==> config.mk <==
export PLATFORM = sky130hd
export DESIGN_NAME = g_calc_scheduler_flat
export DESIGN_NICKNAME = d
export VERILOG_FILES = /design/src/rtl/g_calc_scheduler_if.sv /design/src/rtl/g_calc_scheduler.sv /design/src/flat_wrapper.sv
export SDC_FILE = /design/constraint.sdc
export NUM_CORES = 1
export LEC_CHECK = 0
export ABC_AREA = 1
export CORE_MARGIN = 2
export CORE_UTILIZATION = 45
export CTS_BUF_LIST = sky130_fd_sc_hd__clkbuf_8
export CTS_CLUSTER_DIAMETER = 30
export DETAILED_ROUTE_END_ITERATION = 10
export GPL_TIMING_DRIVEN = 0
export HOLD_SLACK_MARGIN = 0.02
export PLACE_DENSITY = 0.9
export SLEW_MARGIN = 20
export SYNTH_ARGS = -nofsm -noshare
export SYNTH_HDL_FRONTEND = slang
export SYNTH_SLANG_ARGS = --single-unit
==> constraint.sdc <==
create_clock -name clk -period 3.7 [get_ports clk]
set_clock_uncertainty 0.05 [all_clocks]
set_input_delay 0.37 -clock clk [delete_from_list [all_inputs] [get_ports clk]]
set_output_delay 0.37 -clock clk [all_outputs]
set_load 0.005 [all_outputs]
==> src/rtl/g_calc_scheduler_if.sv <==
// Bundle of the two Hq sources, the calculator-facing beat/row signals and status.
// slave is the scheduler's view; master is the view of whatever drives it.
interface g_calc_scheduler_if #(
  parameter int N = 16
);
  logic                s0_valid;
  logic                s0_ready;
  logic signed [N-1:0] s0_r;
  logic signed [N-1:0] s0_i;
  logic                s1_valid;
  logic                s1_ready;
  logic signed [N-1:0] s1_r;
  logic signed [N-1:0] s1_i;
  logic                Hq_in_valid;
  logic signed [N-1:0] Hq_in_r;
  logic signed [N-1:0] Hq_in_i;
  logic                G_row_valid;
  logic                done;
  logic                row_src;
  logic [1:0]          row_idx;
  logic                busy;
  logic [7:0]          blk_cnt0;
  logic [7:0]          blk_cnt1;
  logic                err;

  modport slave (
    input  s0_valid, s0_r, s0_i, s1_valid, s1_r, s1_i, G_row_valid, done,
    output s0_ready, s1_ready, Hq_in_valid, Hq_in_r, Hq_in_i,
           row_src, row_idx, busy, blk_cnt0, blk_cnt1, err
  );

  modport master (
    output s0_valid, s0_r, s0_i, s1_valid, s1_r, s1_i, G_row_valid, done,
    input  s0_ready, s1_ready, Hq_in_valid, Hq_in_r, Hq_in_i,
           row_src, row_idx, busy, blk_cnt0, blk_cnt1, err
  );
endinterface

==> src/rtl/g_calc_scheduler.sv <==
// Round-robin scheduler feeding 8-beat Hq blocks from two sources into a G-matrix
// calculator, tracking returned G rows, completions per source and protocol errors.
module g_calc_scheduler #(
  parameter int N        = 16,
  parameter int PRE_BEAT = 1,
  parameter int TIMEOUT  = 64
) (
  input logic               clk,
  input logic               rst_n,
  g_calc_scheduler_if.slave bus
);

  localparam logic [1:0] S_IDLE = 2'd0;
  localparam logic [1:0] S_PRE  = 2'd1;
  localparam logic [1:0] S_LOAD = 2'd2;
  localparam logic [1:0] S_WAIT = 2'd3;

  localparam int unsigned    WCW    = (TIMEOUT > 1) ? $clog2(TIMEOUT) : 1;
  localparam logic [WCW-1:0] W_LAST = WCW'(TIMEOUT - 1);

  logic [1:0]          r_state;
  logic                r_gnt;
  logic                r_last_grant;
  logic [2:0]          r_beat_cnt;
  logic [WCW-1:0]      r_wait_cnt;
  logic                r_hq_valid;
  logic signed [N-1:0] r_hq_r;
  logic signed [N-1:0] r_hq_i;
  logic [1:0]          r_row_idx;
  logic [7:0]          r_blk_cnt0;
  logic [7:0]          r_blk_cnt1;
  logic                r_err;

  logic                w_any_req;
  logic                w_pick;
  logic                w_in_load;
  logic                w_in_wait;
  logic                w_xfer;
  logic                w_last_beat;
  logic signed [N-1:0] w_src_r;
  logic signed [N-1:0] w_src_i;
  logic                w_done;
  logic                w_timeout;
  logic                w_stray;

  always_comb begin
    w_any_req   = bus.s0_valid | bus.s1_valid;
    // On a tie grant the source that was not served last; otherwise the lone requester.
    w_pick      = (bus.s0_valid && bus.s1_valid) ? ~r_last_grant : bus.s1_valid;
    w_in_load   = (r_state == S_LOAD);
    w_in_wait   = (r_state == S_WAIT);
    w_xfer      = w_in_load && (r_gnt ? bus.s1_valid : bus.s0_valid);
    w_last_beat = w_xfer && (r_beat_cnt == 3'd7);
    w_src_r     = r_gnt ? bus.s1_r : bus.s0_r;
    w_src_i     = r_gnt ? bus.s1_i : bus.s0_i;
    w_done      = w_in_wait && bus.done;
    // done wins over an expiring wait counter in the same cycle.
    w_timeout   = w_in_wait && !bus.done && (r_wait_cnt == W_LAST);
    w_stray     = !w_in_wait && (bus.G_row_valid || bus.done);
  end

  always_ff @(posedge clk or negedge rst_n) begin
    if (!rst_n) begin
      r_state      <= S_IDLE;
      r_gnt        <= 1'b0;
      r_last_grant <= 1'b1;
    end else begin
      case (r_state)
        S_IDLE: begin
          if (w_any_req) begin
            r_gnt   <= w_pick;
            r_state <= (PRE_BEAT != 0) ? S_PRE : S_LOAD;
          end
        end
        S_PRE:  r_state <= S_LOAD;
        S_LOAD: begin
          if (w_last_beat) r_state <= S_WAIT;
        end
        S_WAIT: begin
          if (w_done || w_timeout) begin
            r_state      <= S_IDLE;
            r_last_grant <= r_gnt;
          end
        end
        default: r_state <= S_IDLE;
      endcase
    end
  end

  always_ff @(posedge clk or negedge rst_n) begin
    if (!rst_n) begin
      r_beat_cnt <= '0;
    end else if (w_last_beat) begin
      r_beat_cnt <= '0;
    end else if (w_xfer) begin
      r_beat_cnt <= r_beat_cnt + 3'd1;
    end
  end

  always_ff @(posedge clk or negedge rst_n) begin
    if (!rst_n) begin
      r_wait_cnt <= '0;
    end else if (!w_in_wait || w_done || w_timeout) begin
      r_wait_cnt <= '0;
    end else begin
      r_wait_cnt <= r_wait_cnt + 1'b1;
    end
  end

  // Pre-beat and accepted beats share the output register; data holds between strobes.
  always_ff @(posedge clk or negedge rst_n) begin
    if (!rst_n) begin
      r_hq_valid <= 1'b0;
      r_hq_r     <= '0;
      r_hq_i     <= '0;
    end else if (r_state == S_PRE) begin
      r_hq_valid <= 1'b1;
      r_hq_r     <= '0;
      r_hq_i     <= '0;
    end else if (w_xfer) begin
      r_hq_valid <= 1'b1;
      r_hq_r     <= w_src_r;
      r_hq_i     <= w_src_i;
    end else begin
      r_hq_valid <= 1'b0;
    end
  end

  always_ff @(posedge clk or negedge rst_n) begin
    if (!rst_n) begin
      r_row_idx <= '0;
    end else if (w_last_beat) begin
      r_row_idx <= '0;
    end else if (w_in_wait && bus.G_row_valid) begin
      r_row_idx <= r_row_idx + 2'd1;
    end
  end

  always_ff @(posedge clk or negedge rst_n) begin
    if (!rst_n) begin
      r_blk_cnt0 <= '0;
      r_blk_cnt1 <= '0;
    end else if (w_done) begin
      if (!r_gnt && (r_blk_cnt0 != '1)) r_blk_cnt0 <= r_blk_cnt0 + 8'd1;
      if (r_gnt && (r_blk_cnt1 != '1))  r_blk_cnt1 <= r_blk_cnt1 + 8'd1;
    end
  end

  always_ff @(posedge clk or negedge rst_n) begin
    if (!rst_n) begin
      r_err <= 1'b0;
    end else if (w_stray || w_timeout) begin
      r_err <= 1'b1;
    end
  end

  assign bus.s0_ready    = w_in_load && !r_gnt;
  assign bus.s1_ready    = w_in_load && r_gnt;
  assign bus.Hq_in_valid = r_hq_valid;
  assign bus.Hq_in_r     = r_hq_r;
  assign bus.Hq_in_i     = r_hq_i;
  assign bus.row_src     = r_gnt;
  assign bus.row_idx     = r_row_idx;
  assign bus.busy        = (r_state != S_IDLE);
  assign bus.blk_cnt0    = r_blk_cnt0;
  assign bus.blk_cnt1    = r_blk_cnt1;
  assign bus.err         = r_err;

endmodule
==> src/flat_wrapper.sv <==
// flat-port wrapper written by rule: the top's interface ports become plain ports
module g_calc_scheduler_flat 
#(
  parameter int N        = 16,
  parameter int PRE_BEAT = 1,
  parameter int TIMEOUT  = 64
)
  (clk, rst_n, bus_s0_valid, bus_s0_r, bus_s0_i, bus_s1_valid, bus_s1_r, bus_s1_i, bus_G_row_valid, bus_done, bus_s0_ready, bus_s1_ready, bus_Hq_in_valid, bus_Hq_in_r, bus_Hq_in_i, bus_row_src, bus_row_idx, bus_busy, bus_blk_cnt0, bus_blk_cnt1, bus_err);
  g_calc_scheduler_if #(.N(N)) bus_i ();
  input logic clk;
  input logic rst_n;
  input wire logic [$bits(bus_i.s0_valid)-1:0] bus_s0_valid;
  input wire logic [$bits(bus_i.s0_r)-1:0] bus_s0_r;
  input wire logic [$bits(bus_i.s0_i)-1:0] bus_s0_i;
  input wire logic [$bits(bus_i.s1_valid)-1:0] bus_s1_valid;
  input wire logic [$bits(bus_i.s1_r)-1:0] bus_s1_r;
  input wire logic [$bits(bus_i.s1_i)-1:0] bus_s1_i;
  input wire logic [$bits(bus_i.G_row_valid)-1:0] bus_G_row_valid;
  input wire logic [$bits(bus_i.done)-1:0] bus_done;
  output wire logic [$bits(bus_i.s0_ready)-1:0] bus_s0_ready;
  output wire logic [$bits(bus_i.s1_ready)-1:0] bus_s1_ready;
  output wire logic [$bits(bus_i.Hq_in_valid)-1:0] bus_Hq_in_valid;
  output wire logic [$bits(bus_i.Hq_in_r)-1:0] bus_Hq_in_r;
  output wire logic [$bits(bus_i.Hq_in_i)-1:0] bus_Hq_in_i;
  output wire logic [$bits(bus_i.row_src)-1:0] bus_row_src;
  output wire logic [$bits(bus_i.row_idx)-1:0] bus_row_idx;
  output wire logic [$bits(bus_i.busy)-1:0] bus_busy;
  output wire logic [$bits(bus_i.blk_cnt0)-1:0] bus_blk_cnt0;
  output wire logic [$bits(bus_i.blk_cnt1)-1:0] bus_blk_cnt1;
  output wire logic [$bits(bus_i.err)-1:0] bus_err;
  assign bus_i.s0_valid = bus_s0_valid;
  assign bus_i.s0_r = bus_s0_r;
  assign bus_i.s0_i = bus_s0_i;
  assign bus_i.s1_valid = bus_s1_valid;
  assign bus_i.s1_r = bus_s1_r;
  assign bus_i.s1_i = bus_s1_i;
  assign bus_i.G_row_valid = bus_G_row_valid;
  assign bus_i.done = bus_done;
  assign bus_s0_ready = bus_i.s0_ready;
  assign bus_s1_ready = bus_i.s1_ready;
  assign bus_Hq_in_valid = bus_i.Hq_in_valid;
  assign bus_Hq_in_r = bus_i.Hq_in_r;
  assign bus_Hq_in_i = bus_i.Hq_in_i;
  assign bus_row_src = bus_i.row_src;
  assign bus_row_idx = bus_i.row_idx;
  assign bus_busy = bus_i.busy;
  assign bus_blk_cnt0 = bus_i.blk_cnt0;
  assign bus_blk_cnt1 = bus_i.blk_cnt1;
  assign bus_err = bus_i.err;
  g_calc_scheduler #(.N(N), .PRE_BEAT(PRE_BEAT), .TIMEOUT(TIMEOUT)) u_core (.clk(clk), .rst_n(rst_n), .bus(bus_i));
endmodule
== Word level (Yosys, flattened, before mapping) ==
Cells that the tools add are included.
Operators by class
  add/sub/neg operators: 5
  equal/unequal tests: 10
  muxes and demuxes: 19
  bitwise logic cells: 2
  reductions and logical operators: 30
Operators with widths (count)
  two-way mux 16 bit: 6
  adder 8 x 1 -> 8 bit, second input constant: 2
  != test 8 bit, second input constant: 2
  logical AND 1 bit: 12
  two-way mux 2 bit: 5
  case mux 2 bit (4 select lines): 1
  AND reduction 2 bit: 4
  nonzero test 2 bit: 4
  adder 6 x 1 -> 6 bit, second input constant: 1
  == test 6 bit, second input constant: 1
  two-way mux 3 bit: 2
  two-way mux 6 bit: 1
  logical OR 1 bit: 5
  == test 2 bit, second input constant: 2
  two-way mux 1 bit: 4
  != test 2 bit, second input constant: 2
  adder 3 x 1 -> 3 bit, second input constant: 1
  == test 3 bit, second input constant: 1
  logical NOT 1 bit: 3
  AND reduction 3 bit: 1
  adder 2 x 1 -> 2 bit, second input constant: 1
  == test 2 x 1 -> 1 bit, second input constant: 1
  logical NOT 2 bit: 1
  != test 2 x 1 -> 1 bit, second input constant: 1
  2 further kinds: 2
Word-level totals
  flip-flop bits (word level): 65
  bits of input ports: 70
  logic and storage cells: 78

== Logic depth before layout (Yosys ltp) ==
Gate-level depths: netlist (run 1).
  word-level depth: 6
  mapped depth: 9
  mapped depth without buffers: 9

== Worst setup path before layout (run 1) ==
No wires, ideal clock.
  kind: register -> register
  start point: register u_core.r_state[0]
  end point: register u_core.r_hq_i[3] (netlist: u_core.bus.Hq_in_i[3])
  arrival: 1.335 ns
  required time: 3.530 ns
  path slack: 2.195 ns
  stages on the path, launching flop included: 8
  clock period less this slack: 1.505 ns
  cell sequence: dfrtp_1 -> inv_1 -> ha_1 -> nand3_1 -> nand2_4 -> buf_4 -> o21ai_0 -> o211a_1
Between the ends
  word-level cells in the longest chain between the ends: 3
  elaborated cells on any way between the ends: 5
Ends and longest elaborated chain
  start, declared: RTL line g_calc_scheduler.sv:21  | logic [1:0] r_state;
  start signal, assigned: RTL line g_calc_scheduler.sv:72  | r_state <= (PRE_BEAT != 0) ? S_PRE : S_LOAD;
  == test 2 bit: RTL line g_calc_scheduler.sv:50  | w_in_load = (r_state == S_LOAD);
  logical AND 1 bit: RTL line g_calc_scheduler.sv:52  | w_xfer = w_in_load && (r_gnt ? bus.s1_valid : bus.s0_valid);
  nonzero test 2 bit (no source line)
  end signal, assigned: RTL line g_calc_scheduler.sv:123  | r_hq_i <= w_src_i;
  end, declared: RTL line g_calc_scheduler.sv:28  | logic signed [N-1:0] r_hq_i;
Several ways; a longest one is shown, not always the timed one.
A chain may end at the register's enable or synchronous reset.

== Worst setup path after layout (run 1) ==
  start point: register u_core.r_gnt (netlist: u_core.bus.row_src)
  end point: output bus_s1_ready
Between the ends
  word-level cells in the longest chain between the ends: 1
Ends and longest elaborated chain
  start, declared: RTL line g_calc_scheduler.sv:22  | logic r_gnt;
  start signal, assigned: RTL line g_calc_scheduler.sv:71  | r_gnt <= w_pick;
  logical AND 1 bit: RTL line g_calc_scheduler.sv:158  | assign bus.s1_ready = w_in_load && r_gnt;
  end, declared: RTL line flat_wrapper.sv:21  | output wire logic [$bits(bus_i.s1_ready)-1:0] bus_s1_ready;
No other way between the ends.

==> summary.txt, run 1 <==
Clock network
  – CTS tree: yes
  – Clock transition at path regs: 0.07 ns
  – Post CTS Setup Buffer Count: 0
  – Post_cts resized: 0
  – H-Tree Level Count: 3
  – Clock root cell: clkbuf_8
  – Clk buf depth: 2
  – Skew-Pair Late Insertion Delay: 0.33 ns
  – Hold Buf Count CTS: 1
  – Clock sink total: between 60 and 70
  – CTS Buf Count: 9

Logic synthesis
  – Yosys reg bits: between 60 and 70
  – EDFF count, synth: 0
  – Cell Area, Synth: 3350 um2
  – Async SR Flop Fraction: between 90% and 100%
  – Syn Inst Count: 380
  – Post-Synthesis Net Count: 460
  – Syn_area_per_cell: 8.81 um2
  – YS warnings: 0
  – Library cells used by synthesis: 30
  – Sequential share of the synthesized area: 48.6%
  – Synth Flop Type: dfrtp_1

Drt
  – Wirelength, routed: 9.23 mm
  – Detailed Route Iter0 Violations: ~180
  – # DRC: 0
  – Vias post-DR: 3,152
  – First-pass DRT Iterations: 4
  – Wirelength per Cell: 14.8 um
  – Remaining antenna violation count: 0
  – Via/cell ratio: just over 5

Power and ir drop
  – Sw Ratio: 38.3%
  – Clock Power Share: 15.1%
  – Net switching power: 1.34 mW
  – PD cells: 710 nW/um2
  – Int Power: 2.16 mW
  – Reg power frac: 33.1%
  – Logic pwr share: 51.8%
  – Max VDD drop: 0.000334 V
  – Leakage power: 2.24 nW

Finish
  – Nets: about 600
  – Fin util: 68.3%
  – Final instance area: 4920 um2
  – Antenna cells: 0
  – Layout cells sized above 1: 11.3%
  – Register Area: 1630 um2
  – # fillers: ~580
  – Syn-to-layout area delta: 47.0%
  – Fin cells: 622
  – Multi-input gate area: 1520 um2

Floorplanning
  – Die area: between 8000 and 9000 um2
  – Die Span Y: roughly 90 um
  – Initial Utilization: roughly 46%
  – IO Count: 126
  – Row count: 31
  – Area of the core: 7210 um2
  – Die width: 90.3 um

STA
  – Time the worst path needs with I/O delays and setup: 2.25 ns
  – Worst slew pin tran: 0.538 ns
  – Slew HR: 64.1%
  – Final max-slew violation count: 0
  – Hold WS: ~0.43 ns
  – Final-report hold violation count: 0
  – Final setup vio count: 0
  – Setup TNS: 0 ns
  – Max frequency: 445 MHz
  – RSZ-0062 raised after global routing: no
  – Tcrit/Tclk final: 60.8%

Global routing
  – Total gr overflow: 0
  – Vias in the first global route: 3,236
  – First-pass GRT wire length: 15.6 mm
  – Initial antenna violation count: 0
  – Global Route Usage Sum: 23.7%
  – Largest net degree at the start of global routing: 36

Outcome
  – Outcome: finished, final reports clean

Worst setup path
  – CP startpoint kind: register
  – CP endpoint kind: output port
  – Required time of the critical path: 3.28 ns
  – CP max FO: 10
  – Critical path class: reg2out
  – Worst EP arrival: 1.83 ns

Placement
  – DPL Wire Length: 6.93 mm
  – Post-Place Cell Area: 4740 um2
  – Routability Congestion: between 0.7 and 0.8
  – Post-placement cell count: 605
  – I/O Buffers: 125

Job
  – Max-cap viol count: 0

Min path
  – Min-Delay Path Class: reg2reg
[layout make-up]
cell class              count  area share, %
multi-input cells         271           30.9
plain buffers              17           1.96
well taps                  99           2.52
repair buffers            127           26.0
flip-flops and latches     65           33.1
clock inverters             6          0.711
clock buffers              10           2.79
inverters                  27           2.06
[synth_stat cells (2+ instances only)]
cell | n | share of area (%)
a21oi_1 | 4 | 0.60
buf_2 | 4 | 0.60
buf_4 | 5 | 1.1
clkbuf_1 | 6 | 0.67
dfrtp_1 | 64 | 48
ha_1 | 10 | 3.7
inv_1 | 26 | 2.9
nand2_1 | 77 | 8.6
nand2_2 | 2 | 0.37
nand3_1 | 15 | 2.2
nand3b_1 | 3 | 0.67
nand4_1 | 2 | 0.37
nor2_1 | 38 | 4.3
nor3_1 | 2 | 0.30
o211a_1 | 10 | 3.0
o211ai_1 | 22 | 4.9
o21ai_0 | 24 | 3.6
o21ai_1 | 19 | 2.8
or2_2 | 23 | 4.3
xnor2_1 | 9 | 2.4
xor2_1 | 6 | 1.6
[sequential cells by signal (all words and copies together), names as in the netlist]
name	count
u_core.r_last_grant	1
u_core.r_state	2
u_core.bus.blk_cnt0	8
u_core.bus.err	1
u_core.bus.Hq_in_i	16
u_core.r_beat_cnt	3
u_core.bus.row_src	1
u_core.bus.Hq_in_r	16
u_core.bus.blk_cnt1	8
u_core.bus.Hq_in_valid	1
u_core.r_wait_cnt	6
u_core.bus.row_idx	2
[worst max-delay path: stages (launching register included)]
cell             delay (ns)
dfrtp_1                0.42
buf_4                  0.22
buf_2                  0.23
nand2_1                0.08
inv_1                  0.06
clkdlybuf4s50_1        0.49
[power by group through the flow]
stage               logic (mW)  clock network (mW)  registers (mW)
global route              2.00               0.574            1.19
CTS                       1.83               0.539            1.16
floorplan                0.972                   0            1.16
finish                    1.81               0.529            1.16
detailed placement        1.82                   0            1.16
global placement          1.73                   0            1.15
[kinds of logic (layout without fill, tap and decap cells)]
logic type | after synthesis | in the layout | share of synthesized area (%)
DFF | 65 | 65 | 48.6
xor gates and xnor gates | 15 | 15 | 3.92
AOI/OAI and AO/OA | 80 | 80 | 15.2
buffers and inverters | 44 | 187 | 5.90
and+or+nand+nor | 166 | 166 | 22.6
adders and majority gates | 10 | 10 | 3.74
[path summary, 6_finish.rpt]
check / start / to / slack (ns) / cells after the start
worst max-delay path: u_core.bus.row_src / bus_s1_ready / 1.45 / 5
worst min-delay path: u_core.bus.err / u_core.bus.err / 0.43 / 1
worst max register to register: u_core.r_state[1] / u_core.bus.Hq_in_r[2] / 1.87 / 6
worst min register to register: u_core.bus.err / u_core.bus.err / 0.43 / 1
max in group asynchronous: rst_n / u_core.r_last_grant / 2.50 / 3
min in group asynchronous: rst_n / u_core.bus.Hq_in_i[0] / 0.49 / 2
[placed cells by master, fill, tap and decap left out, types with 2 or more instances in the layout]
master	count
clkdlybuf4s50_1	124
nand2_1	77
dfrtp_1	64
nor2_1	38
inv_1	27
o21ai_0	24
or2_2	23
o211ai_1	22
o21ai_1	19
nand3_1	15
o211a_1	10
ha_1	10
clkbuf_8	10
xnor2_1	9
xor2_1	6
buf_4	6
clkbuf_1	6
a21oi_1	4
buf_2	4
nand3b_1	3
clkinv_2	3
nor3_1	2
nand2_2	2
nand4_1	2
[layer usage]
metal	GRT usage [%]	wire length, um	up-vias
met2	41.5	4680	112
met1	29.8	3970	1505
li1	-	-	1531
met3	4.17	547	4
met4	7.44	34	0
met5	0	0	-
[per-stage QoR]
step / power (mW) / setup slack, ns
after floorplan: 2.13 / 2.19
after global placement: 2.89 / 0.130
after detailed placement: 2.98 / 1.82
after CTS: 3.53 / 1.44
after global routing: 3.77 / 1.36
final: 3.50 / 1.45
No activity file was read; power rests on OpenSTA's default activity.
==> run 2: changes to the inputs <==
==> constraint.sdc (replaced) <==
create_clock -name clk -period 2.15 [get_ports clk]
set_clock_uncertainty 0.05 [all_clocks]
set_input_delay 0.215 -clock clk [delete_from_list [all_inputs] [get_ports clk]]
set_output_delay 0.215 -clock clk [all_outputs]
set_load 0.005 [all_outputs]
==> run 2 against run 1 <==
Sequential share of layout area barely moved; setup slack lost 1.3 ns; largest cell class unchanged; first-iteration DRC count fell by 2.8%; register-to-register slack got worse by 1.6 ns; critical path depth did not move; non-clock buffer count down 1; power rose by 72%; routed wire length decreased by 0.60%; die area unchanged; via count about the same; utilization is essentially flat.
==> summary.txt, run 2 (synthesized netlist as in run 1, its figures left out) <==
Clock network
  – Clock sink total: 65 (unchanged)
  – H-Tree Level Count: 3 (unchanged)
  – Post CTS Setup Buffer Count: 0 (unchanged)
  – Clock root cell: clkbuf_8 (unchanged)
  – Skew-Pair Late Insertion Delay: 0.33 ns (about the same)
  – CTS Buf Count: 9 (unchanged)
  – CTS tree: yes (unchanged)
  – Clock transition at path regs: 0.07 ns (about the same)
  – Clk buf depth: 2 (unchanged)

Drt
  – Wirelength, routed: 9.18 mm (was 9.23 mm)
  – Via/cell ratio: 5.08 (was 5.07)
  – Wirelength per Cell: 14.8 um (about the same)
  – # DRC: 0 (unchanged)
  – Vias post-DR: 3,153 (was 3,152)
  – First-pass DRT Iterations: 4 (unchanged)
  – Detailed Route Iter0 Violations: 173 (was 178)
  – Remaining antenna violation count: 0 (unchanged)

STA
  – Slew HR: 64.4% (was 64.1%)
  – Final max-slew violation count: 0 (unchanged)
  – Setup TNS: 0 ns (unchanged)
  – Time the worst path needs with I/O delays and setup: 2.05 ns
  – Max frequency: 488 MHz
  – Final-report hold violation count: 0 (unchanged)
  – RSZ-0062 raised after global routing: no (unchanged)
  – Final setup vio count: 0 (unchanged)
  – Tcrit/Tclk final: 95.2%
  – Setup ws final: 0.102 ns (was 1.45 ns)
  – Worst slew pin tran: 0.534 ns (was 0.538 ns)

Worst setup path
  – CP dominant cell by count: inv_1
  – CP max FO: 6 (was 10)
  – Critical path launch point: u_core.r_state[0] (was u_core.bus.row_src)
  – CP startpoint kind: register (unchanged)
  – Worst R2R Setup Slack: 0.29 ns (was 1.87 ns)
  – Largest stage delay, worst path: 0.51 ns (was 0.49 ns)
  – Critical path class: reg2out (unchanged)
  – Reg-to-Reg Start: u_core.r_state[1] (unchanged)
  – Worst EP arrival: 1.78 ns (was 1.83 ns)
  – CP endpoint kind: output port (unchanged)
  – Critical path cell sequence: inv_1 > ha_2 > inv_1 > nor2_1 > clkdlybuf4s50_1 (was buf_4 > buf_2 > nand2_1 > inv_1 > clkdlybuf4s50_1)
  – Worst R2R Path Depth: 6 (unchanged)
  – Critical path capture point: bus_s0_ready (was bus_s1_ready)
  – Cell at the slowest stage of the critical path: clkdlybuf4s50_1 (unchanged)
  – Worst r2r dst: u_core.bus.Hq_in_r[2] (unchanged)
  – Required time of the critical path: 1.88 ns (was 3.28 ns)

Global routing
  – Vias in the first global route: 3,236 (unchanged)
  – Total gr overflow: 0 (unchanged)
  – First-pass GRT wire length: 15.6 mm (unchanged)
  – Largest net degree at the start of global routing: 36 (unchanged)
  – Initial antenna violation count: 0 (unchanged)
  – Global Route Usage Sum: 23.7% (unchanged)

Floorplanning
  – IO Count: 126 (unchanged)
  – Initial Utilization: 46.4% (unchanged)
  – Area of the core: 7210 um2 (unchanged)
  – Row count: 31 (unchanged)
  – Die width: 90.3 um (unchanged)
  – Die Span Y: 90.3 um (unchanged)
  – Die area: 8150 um2 (unchanged)

Power and ir drop
  – Sw Ratio: 38.3% (about the same)
  – Net switching power: 2.30 mW (was 1.34 mW)
  – Reg power frac: 33.1% (about the same)
  – Int Power: 3.71 mW (was 2.16 mW)
  – Leakage power: 2.23 nW (was 2.24 nW)
  – Clock Power Share: 15.1% (about the same)
  – PD cells: 1220 nW/um2 (was 710 nW/um2)
  – Max VDD drop: 0.000576 V (was 0.000334 V)
  – Final Power: 6.01 mW (was 3.50 mW)
  – Logic pwr share: 51.8% (about the same)

Finish
  – Nets: 597 (was 598)
  – # fillers: 578 (unchanged)
  – Most frequent cells in the layout: 124 x clkdlybuf4s50_1, 77 x nand2_1, 64 x dfrtp_1 (unchanged)
  – Syn-to-layout area delta: 47.0% (about the same)
  – Antenna cells: 0 (unchanged)
  – Commonest non-fill, non-tap cell in the layout: clkdlybuf4s50_1 (unchanged)
  – Fin cells: 621 (was 622)
  – Layout cells sized above 1: 11.3% (about the same)

Placement
  – Post-placement cell count: 605 (unchanged)
  – DPL Wire Length: 6.93 mm (unchanged)
  – Place WS: 0.347 ns (was 1.82 ns)
  – I/O Buffers: 125 (unchanged)
  – Routability Congestion: 0.781 (unchanged)

Outcome
  – Outcome: finished, final reports clean (unchanged)

Job
  – Max-cap viol count: 0 (unchanged)

Min path
  – Min-Delay Path Class: in2async (was reg2reg)
## run 2: layer usage
layer	GRT usage (%)	up-vias	part of all wire [%]
li1	-	1533	-
met1	29.8	1506	44
met2	41.5	105	50
met3	4.17	9	5.1
met4	7.44	0	0.80
met5	0	-	0
## run 2: worst min path at each step
stage,to,slack (ns),cells past startpoint
2_1_floorplan,u_core.bus.Hq_in_i[0],-0.13,0
3_3_place_gp,u_core.r_wait_cnt[0],0.40,1
3_5_place_dp,u_core.bus.Hq_in_i[0],0.15,1
4_1_cts,u_core.bus.Hq_in_i[0],0.34,2
5_1_grt,u_core.bus.Hq_in_i[0],0.38,2
6_report,u_core.bus.Hq_in_i[0],0.33,2
## run 2: critical path, delay by kind of cell, from the launching register on
family	cells	cell delay [ns]
adder cells (fa/ha/maj)	1	0.26
buffers and inverters	3	0.69
flip-flops	1	0.42
AND/OR/NAND/NOR	1	0.08
## run 2: stage by stage
step | hold slack, ns | instance area [um2] | util (%)
after floorplan | -0.131 | 3350 | -
after global placement | 0.400 | 4720 | 65.5
after detailed placement | 0.150 | 4740 | 65.7
after CTS | 0.337 | 4920 | 68.3
after global routing | 0.380 | 4920 | 68.2
final | 0.333 | 4920 | 68.2
## run 2: area by class of cell
class | count | area [um2] | area share (%)
buffer | 16 | 91.3 | 1.86
clock buffer | 10 | 138 | 2.80
clock inverter | 6 | 35.0 | 0.712
inverter | 27 | 101 | 2.06
multi-input combinational | 271 | 1530 | 31.0
sequential | 65 | 1630 | 33.1
tap | 99 | 124 | 2.52
timing repair buffer | 127 | 1280 | 26.0
## run 2: power groups by stage
stage	logic (mW)	clock network, mW	registers, mW
floorplan	1.67	0	1.99
global placement	2.98	0	1.99
detailed placement	3.13	0	2.00
CTS	3.15	0.927	1.99
global route	3.44	0.987	2.05
finish	3.11	0.909	1.99
## run 2: timing repair
action	CTS	global route
setup endpoints to repair	0	2
hold buffers	1	0
gates resized for setup	0	1
hold endpoints to repair	34	0
==> run 3: changes to the inputs <==
--- a/config.mk
+++ b/config.mk
@@ -7,13 +7,12 @@
 export LEC_CHECK = 0
 export ABC_AREA = 1
 export CORE_MARGIN = 2
-export CORE_UTILIZATION = 45
+export CORE_UTILIZATION = 46
 export CTS_BUF_LIST = sky130_fd_sc_hd__clkbuf_8
 export CTS_CLUSTER_DIAMETER = 30
 export DETAILED_ROUTE_END_ITERATION = 10
-export GPL_TIMING_DRIVEN = 0
 export HOLD_SLACK_MARGIN = 0.02
-export PLACE_DENSITY = 0.9
+export PLACE_DENSITY = 0.92
 export SLEW_MARGIN = 20
 export SYNTH_ARGS = -nofsm -noshare
 export SYNTH_HDL_FRONTEND = slang
==> run 3 against run 2 <==
Fmax up 1.3%; cell area shrank 0.25%; first-iteration DRC count shrank 71%; utilization rose by 0.57 points; clock power rose by 12%; cell count shrank 1.6%; hold slack improved by 0.019 ns; setup slack better by 0.025 ns; global-route usage shrank 2.3 points; die area down 2.1%; via count shrank 3.7%; critical path type unchanged.
==> summary.txt, run 3 (synthesized netlist as in run 1, its figures left out) <==
Outcome
  – Outcome: finished, final reports clean (unchanged)

Placement
  – Routability Congestion: 0.858 (was 0.781)
  – I/O Buffers: 125 (unchanged)
  – Post-placement cell count: 594 (was 605)
  – DPL Wire Length: 6.39 mm (was 6.93 mm)

Job
  – Max-cap viol count: 0 (unchanged)

Worst setup path
  – Worst EP arrival: 1.76 ns (was 1.78 ns)
  – WP depth: 5 (unchanged)
  – Critical path cell sequence: inv_1 > ha_4 > inv_1 > nor2_1 > clkdlybuf4s50_1 (was inv_1 > ha_2 > inv_1 > nor2_1 > clkdlybuf4s50_1)
  – CP Buf/Inv Count: 3 (unchanged)
  – Delay-heaviest family, CP: buffers and inverters (unchanged)
  – CP startpoint kind: register (unchanged)
  – CP dominant cell by count: inv_1 (unchanged)
  – Required time of the critical path: 1.88 ns (about the same)
  – CP max FO: 6 (unchanged)
  – Cell at the slowest stage of the critical path: clkdlybuf4s50_1 (unchanged)
  – Critical path class: reg2out (unchanged)
  – Worst R2R Path Depth: 6 (unchanged)
  – CP endpoint kind: output port (unchanged)
  – Largest stage delay, worst path: 0.52 ns (was 0.51 ns)

Drt
  – Wirelength per Cell: 13.9 um (was 14.8 um)
  – Wirelength, routed: 8.51 mm (was 9.18 mm)
  – First-pass DRT Iterations: 4 (unchanged)
  – Via/cell ratio: 4.97 (was 5.08)
  – # DRC: 0 (unchanged)
  – Remaining antenna violation count: 0 (unchanged)
  – Detailed Route Iter0 Violations: 50 (was 173)
  – Vias post-DR: 3,037 (was 3,153)

Power and ir drop
  – Leakage power: 2.23 nW (about the same)
  – Max VDD drop: 0.000513 V (was 0.000576 V)
  – PD cells: 1230 nW/um2 (was 1220 nW/um2)

Min path
  – Min-Delay Path Class: in2async (unchanged)

Clock network
  – CTS Buf Count: 9 (unchanged)
  – CTS tree: yes (unchanged)
  – Post CTS Setup Buffer Count: 0 (unchanged)
  – Clock root cell: clkbuf_8 (unchanged)
  – Clock transition at path regs: 0.07 ns (about the same)
  – H-Tree Level Count: 3 (unchanged)
  – Skew-Pair Late Insertion Delay: 0.33 ns (about the same)
  – Clk buf depth: 2 (unchanged)
  – Clock sink total: 65 (unchanged)

Floorplanning
  – Row count: 31 (unchanged)
  – Die area: 7980 um2 (was 8150 um2)
  – Die width: 89.3 um (was 90.3 um)
  – Initial Utilization: 46.9% (was 46.4%)
  – IO Count: 126 (unchanged)
  – Area of the core: 7140 um2 (was 7210 um2)
  – Die Span Y: 89.3 um (was 90.3 um)

STA
  – Time the worst path needs with I/O delays and setup: 2.02 ns (was 2.05 ns)
  – Final-report hold violation count: 0 (unchanged)
  – Final setup vio count: 0 (unchanged)
  – Hold WS: 0.351 ns (was 0.333 ns)
  – Tcrit/Tclk final: 94.1% (was 95.2%)
  – Max frequency: 495 MHz (was 488 MHz)
  – Final max-slew violation count: 0 (unchanged)
  – RSZ-0062 raised after global routing: no (unchanged)
  – Worst slew pin tran: 0.511 ns (was 0.534 ns)
  – Setup TNS: 0 ns (unchanged)
  – Slew HR: 65.9% (was 64.4%)

Finish
  – Most frequent cells in the layout: 124 x clkdlybuf4s50_1, 77 x nand2_1, 64 x dfrtp_1 (unchanged)
  – Commonest non-fill, non-tap cell in the layout: clkdlybuf4s50_1 (unchanged)
  – Fin cells: 611 (was 621)
  – Antenna cells: 0 (unchanged)
  – Nets: 587 (was 597)
  – Syn-to-layout area delta: 46.6% (was 47.0%)
  – Layout cells sized above 1: 10.5% (was 11.3%)

Global routing
  – Total gr overflow: 0 (unchanged)
  – Vias in the first global route: 3,029 (was 3,236)
  – Largest net degree at the start of global routing: 46 (was 36)
  – First-pass GRT wire length: 13.0 mm (was 15.6 mm)
  – Initial antenna violation count: 0 (unchanged)
  – Global Route Usage Sum: 21.3% (was 23.7%)
-- run 3: per-stage QoR --
step	cell area (um2)	setup slack (ns)	utilization, %	power [mW]
4_1_cts	4900	0.0254	68.6	6.06
2_1_floorplan	3350	0.645	-	3.66
3_3_place_gp	4690	0.425	65.7	4.87
5_1_grt	4910	0.0126	68.8	6.50
6_report	4910	0.128	68.8	6.02
3_5_place_dp	4690	0.302	65.7	5.01
-- run 3: layout make-up --
class	instances	area [um2]
timing repair buffer	133	1320
sequential	65	1630
clock inverter	5	47.5
tap	99	124
inverter	27	101
clock buffer	11	151
fill	569	2230
multi-input combinational	271	1540
-- run 3: path summary, 6_finish.rpt --
kind                                       from                     end  slack (ns)
max                           u_core.r_state[0]            bus_s0_ready        0.13
min in group clk           u_core.r_wait_cnt[0]    u_core.r_wait_cnt[0]        0.41
min                                       rst_n  u_core.bus.Hq_in_i[12]        0.35
min reg2reg                u_core.r_wait_cnt[0]    u_core.r_wait_cnt[0]        0.41
max reg2reg                   u_core.r_state[1]  u_core.bus.Hq_in_r[15]        0.35
max in group asynchronous                 rst_n  u_core.bus.blk_cnt1[0]        0.97
-- run 3: routing by layer --
| metal | share of wire (%) | GRT usage [%] |
|---|---|---|
| met1 | 41 | 24.4 |
| met2 | 49 | 38.2 |
| met5 | 0 | 0 |
| met4 | 2.1 | 9.77 |
| met3 | 7.5 | 4.34 |
-- run 3: report_power, final --
group	switching, mW	internal (mW)	total, mW	leakage [nW]
combinational	1.46	1.55	3.01	1.31
sequential	0.308	1.68	1.99	0.812
clock	0.430	0.587	1.02	0.112
total	2.19	3.82	6.02	2.23
-- run 3: what timing repair did --
item,in CTS,in global routing
endpoints found under the setup margin,0,2
resized for setup,0,2
hold buffers,1,0
hold endpoints to repair,20,0
